File: config.mk
export PLATFORM = sky130hd
export DESIGN_NAME = hazard_unit_mc
export DESIGN_NICKNAME = d
export VERILOG_FILES = /design/src/rtl/hazard_pkg.sv /design/src/rtl/hazard_unit_mc_sat_counter.sv /design/src/rtl/hazard_unit_mc.sv
export SDC_FILE = /design/constraint.sdc
export NUM_CORES = 1
export LEC_CHECK = 0
export BUFFER_PORTS_ARGS = -buffer_cell sky130_fd_sc_hd__buf_2
export CORE_MARGIN = 8
export CORE_UTILIZATION = 40
export CTS_BUF_LIST = sky130_fd_sc_hd__clkbuf_4
export CTS_CLUSTER_DIAMETER = 150
export DETAILED_ROUTE_END_ITERATION = 16
export PLACE_DENSITY = 0.67
export SETUP_SLACK_MARGIN = 0.05
export SYNTH_ARGS = -nofsm -noshare
export SYNTH_HDL_FRONTEND = slang
export SYNTH_SLANG_ARGS = --single-unit
export TNS_END_PERCENT = 100
File: constraint.sdc
create_clock -name clk -period 2 [get_ports clk]
set_input_delay 0 -clock clk [delete_from_list [all_inputs] [get_ports clk]]
set_output_delay 0 -clock clk [all_outputs]
set_load 0.02 [all_outputs]
File: src/rtl/hazard_pkg.sv
// hazard_pkg: shared encodings for the multi-cycle hazard/forwarding controller
package hazard_pkg;
    typedef enum logic [1:0] {FWD_RF = 2'b00, FWD_W = 2'b01, FWD_M = 2'b10} fwd_sel_t;
    typedef enum logic [1:0] {MD_IDLE, MD_BUSY, MD_DONE} md_state_t;
    localparam logic [1:0] PCSRC_BRANCH = 2'b01;
    localparam logic [1:0] PCSRC_JUMP   = 2'b10;
    localparam logic [1:0] RES_LOAD     = 2'b01;
endpackage

File: src/rtl/hazard_unit_mc_sat_counter.sv
// sat_counter: event counter that sticks at all-ones instead of wrapping
module sat_counter #(
    parameter int W = 32
) (
    input  logic         clk,
    input  logic         rst_n,
    input  logic         inc,
    output logic [W-1:0] value
);
    always_ff @(posedge clk or negedge rst_n)
        if (!rst_n) value <= '0;
        else if (inc && value != '1) value <= value + 1'b1;
endmodule

File: src/rtl/hazard_unit_mc.sv
// hazard_unit_mc: pipeline forwarding, stall/flush control with mul/div busy FSM
// and data-memory wait-state freeze.
module hazard_unit_mc #(
    parameter int         REG_W      = 5,
    parameter int         MD_LATENCY = 32,
    parameter int         CNT_W      = 32,
    parameter logic [1:0] RES_LOAD   = hazard_pkg::RES_LOAD
) (
    input  logic             clk,
    input  logic             rst_n,
    input  logic [REG_W-1:0] Rs1D,
    input  logic [REG_W-1:0] Rs2D,
    input  logic [REG_W-1:0] Rs1E,
    input  logic [REG_W-1:0] Rs2E,
    input  logic [REG_W-1:0] RdE,
    input  logic [1:0]       ResultSrcE,
    input  logic [1:0]       PCSrcE,
    input  logic             MdOpE,
    input  logic [REG_W-1:0] RdM,
    input  logic             RegWriteM,
    input  logic             DMemReadyM,
    input  logic [REG_W-1:0] RdW,
    input  logic             RegWriteW,
    output logic             StallF,
    output logic             StallD,
    output logic             StallE,
    output logic             StallM,
    output logic             FlushD,
    output logic             FlushE,
    output logic             FlushM,
    output logic             FlushW,
    output logic [1:0]       ForwardAE,
    output logic [1:0]       ForwardBE,
    output logic             MdStart,
    output logic             MdBusy,
    output logic [CNT_W-1:0] StallCount,
    output logic [CNT_W-1:0] FlushCount
);
    import hazard_pkg::*;

    localparam int CW = $clog2(MD_LATENCY);

    md_state_t     state;
    logic [CW-1:0] count;
    logic          lw_stall, mem_stall, md_hold, bj;

    function automatic fwd_sel_t fwd(input logic [REG_W-1:0] rs);
        return (rs == RdM && RegWriteM && rs != '0) ? FWD_M :
               (rs == RdW && RegWriteW && rs != '0) ? FWD_W : FWD_RF;
    endfunction

    assign ForwardAE = fwd(Rs1E);
    assign ForwardBE = fwd(Rs2E);

    assign lw_stall  = ResultSrcE == RES_LOAD && RdE != '0 && (Rs1D == RdE || Rs2D == RdE);
    assign mem_stall = !DMemReadyM;
    assign bj        = PCSrcE == PCSRC_BRANCH || PCSrcE == PCSRC_JUMP;
    assign md_hold   = (state == MD_IDLE && MdOpE) || state == MD_BUSY || (state == MD_DONE && mem_stall);
    assign MdStart   = state == MD_IDLE && MdOpE && !mem_stall;
    assign MdBusy    = state == MD_BUSY;

    // Memory wait outranks mul/div hold, which outranks load-use and redirects.
    assign StallF = mem_stall || md_hold || lw_stall;
    assign StallD = StallF;
    assign StallE = mem_stall || md_hold;
    assign StallM = mem_stall;
    assign FlushW = mem_stall;
    assign FlushM = !mem_stall && md_hold;
    assign FlushD = !mem_stall && !md_hold && bj;
    assign FlushE = !mem_stall && !md_hold && (lw_stall || bj);

    // Start cycle plus MD_LATENCY-1 BUSY cycles gives MD_LATENCY stall cycles.
    always_ff @(posedge clk or negedge rst_n)
        if (!rst_n) begin
            state <= MD_IDLE;
            count <= '0;
        end else begin
            case (state)
                MD_IDLE: if (MdStart) begin
                    count <= CW'(MD_LATENCY - 2);
                    state <= MD_BUSY;
                end
                MD_BUSY: if (count == '0) state <= MD_DONE;
                         else count <= count - 1'b1;
                MD_DONE: if (!mem_stall) state <= MD_IDLE;
                default: state <= MD_IDLE;
            endcase
        end

    sat_counter #(.W(CNT_W)) u_stall_cnt (.clk(clk), .rst_n(rst_n), .inc(StallF), .value(StallCount));
    sat_counter #(.W(CNT_W)) u_flush_cnt (.clk(clk), .rst_n(rst_n), .inc(FlushD || FlushE), .value(FlushCount));
endmodule
==> summary.txt <==
outcome: finished, final reports clean
Post-Layout Cell Count: 745
CTS tree: done
Worst EP required: 2.34 ns
P_leak: 2.800 nW
DRT antenna net count: 0
Mapped Area: 0.003943 mm2
Initial DRT Pass Iterations: 4
first-pass GRT wire length: 18.51 mm
Sink Count: 71
Pwr Total: 4.124 mW
Slew @ Worst Pin: 0.4928 ns
layout cell share with drive strength beyond 1: 41.18%
Peak supply drop: 0.0003468 V
largest fanout on the critical path: 12
Final WS setup: 0.1220 ns
Main synth FF type: dfrtp_1
final net count: 657
detailed placement HPWL: 9.051 mm
RSZ-0062 raised after global routing: true
Die Span Y: 115.3 um
H-tree depth: 3
Netlist cell types: 46
# rows: 36
Final period util: 93.90%
I/O pins: 123
vias per std cell: 5.038
die width: 115.3 um
Clock Skews: 0.01975 ns
PortBufs: 122
Seq/Total Area, Yosys: 45.07%
reg2reg start: state[0]
worst reg2reg path depth: 8
Post-synth EDFFs: 0
most frequent cells in the layout: 120 x buf_2, 83 x buf_4, 65 x dfrtp_1
Post-Place Cells: 717
CTS clock-pin slew for the worst setup and hold paths: 0.13 ns
CTS buffer count: 9
YS warnings: 0
Core Area: 0.009684 mm2
1st-iter DRT viols: 175
Die Area: 0.01329 mm2
GRT Resource Usage Total: 17.35%
syn_nets: 446
Initial Util: 40.71%
CTS root buf: clkbuf_4
drc violations: 0
Reg2Reg Capture Point: u_flush_cnt.value[15]
vias in the first global route: 3967
mean area per synthesized cell: 9.931 um2
crit-path cells: nor2_2, o21a_2, inv_1, a21oi_2, nand3_2, buf_4, nor4_1, xor2_1
internal reg-to-reg setup slack: 0.12 ns
critical path class: flip-flop to flip-flop
FILL cells: 872
n_diodes: 0
Hold Vio Cnt, Final: 0
largest net degree at the start of global routing: 38
delay-heaviest family, CP: simple AND/OR/NAND/NOR gates
max cap viols: 0
CP Buf/Inv Count: 2
Layout area overhead: 41.45%
total congestion overflow: 0
Hold Crit Class: input pin to async pin
WP data arrival: 2.22 ns
startpoint type of the worst setup path: flip-flop
routed len/inst: 15.44 um
Relative slew margins: 67.15%
slowest cell on the critical path: dfrtp_1
Power Dens Cells: 739.6 mW/mm2
FMAX: 0.5325 GHz
commonest non-fill, non-tap cell in the layout: buf_2
WL final: 11.51 mm
critical path endpoint category: flip-flop
final setup fails: 0
clk buf depth: 2
Clock Latency Late Sink: 0.41 ns
final core utilization: 57.58%
final instance area: 0.005577 mm2
synthesized instance count: 397
pre-CTS setup slack: -0.1538 ns
Pins Over Slew Limit: 0
antenna violations before repair: 0
max incr delay on CP: 0.41 ns
FF+latch count, synth: 71
vias: 3753
asr flop ratio synth: 100.0%
final hold slack: 0.1601 ns
Tmin final: 1.878 ns
Final GP Congestion: 0.8752
Placement Cell Area: 0.005223 mm2
setup_tns: 0 ns
==> what timing repair did <==
item / in CTS / in global routing
setup buffers: 0 / 11
pin swaps: 3 / 9
setup endpoints to repair: 30 / 43
endpoints found under the hold margin: 74 / 0
hold buffers: 3 / 0
resized for setup: 11 / 9
==> synthesized netlist by cell type, types with 6 or more instances <==
cell type / n / area, um2
nor4_1: 10 / 62.56
nand2_1: 30 / 112.6
dfrtp_1: 71 / 1777
nor2_1: 28 / 105.1
or4_1: 6 / 45.04
nand4_1: 26 / 162.7
and3_1: 9 / 56.30
nand3_1: 35 / 175.2
inv_1: 10 / 37.54
xor2_1: 39 / 341.6
and4_1: 6 / 52.55
xnor2_1: 56 / 490.5
nor3_1: 18 / 90.09
==> area by class of cell <==
type / instances / area (um2) / share of cell area [%]
Clock buffer: 10 / 75.07 / 1.346
Clock inverter: 5 / 83.83 / 1.503
Inverter: 10 / 37.54 / 0.6731
Multi-Input combinational cell: 307 / 2133 / 38.25
Sequential cell: 71 / 1784 / 31.99
Tap cell: 133 / 166.4 / 2.984
Timing Repair Buffer: 209 / 1296 / 23.24
==> tightest hold or removal path, cell delays in order <==
cell and delay [ns]:
dlygate4sd3_1 0.52, buf_2 0.11, buf_4 0.38
==> sequential cells by signal, summed over array words and instances, names as in the netlist <==
register           flops
state                  2
u_stall_cnt.value     32
count                  5
u_flush_cnt.value     32
==> power by group <==
| part | leakage [nW] | internal (mW) | switching (mW) |
|---|---|---|---|
| sequential | 0.906 | 1.61 | 0.116 |
| combinational | 1.82 | 0.615 | 0.738 |
| clock | 0.0787 | 0.517 | 0.529 |
| total | 2.80 | 2.74 | 1.38 |
==> routing by layer <==
layer	global-route usage, %	vias to the layer above	part of all wire (%)
li1	-	1814	-
met1	20.53	1829	43
met2	30.44	99	50
met3	4.254	11	6.0
met4	4.991	0	1.0
met5	0	-	0
==> kinds of logic after synthesis <==
logic type / Yosys count / share of synthesized area [%]
flip-flops: 71 / 45.06
AO/OA/AOI/OAI: 14 / 2.412
adder cells (fa/ha/maj): 4 / 1.269
AND/OR/NAND/NOR: 192 / 26.98
buffers and inverters: 19 / 2.602
multiplexers: 2 / 0.5712
XOR/XNOR: 95 / 21.10
==> how the worst max path moves through the flow <==
stage / slack (ns) / startpoint / depth (start not counted) / to
3_3_place_gp: -0.15 / RdE[4] / 6 / u_stall_cnt.value[1]
4_1_cts: 0.05 / state[0] / 8 / StallF
2_1_floorplan: 0.04 / u_stall_cnt.value[20] / 8 / u_stall_cnt.value[22]
5_1_grt: 0.01 / state[0] / 8 / u_flush_cnt.value[13]
3_5_place_dp: -0.15 / RdE[4] / 7 / u_stall_cnt.value[21]
6_report: 0.12 / state[0] / 8 / u_flush_cnt.value[15]
Power figures use the tool's default switching activity.
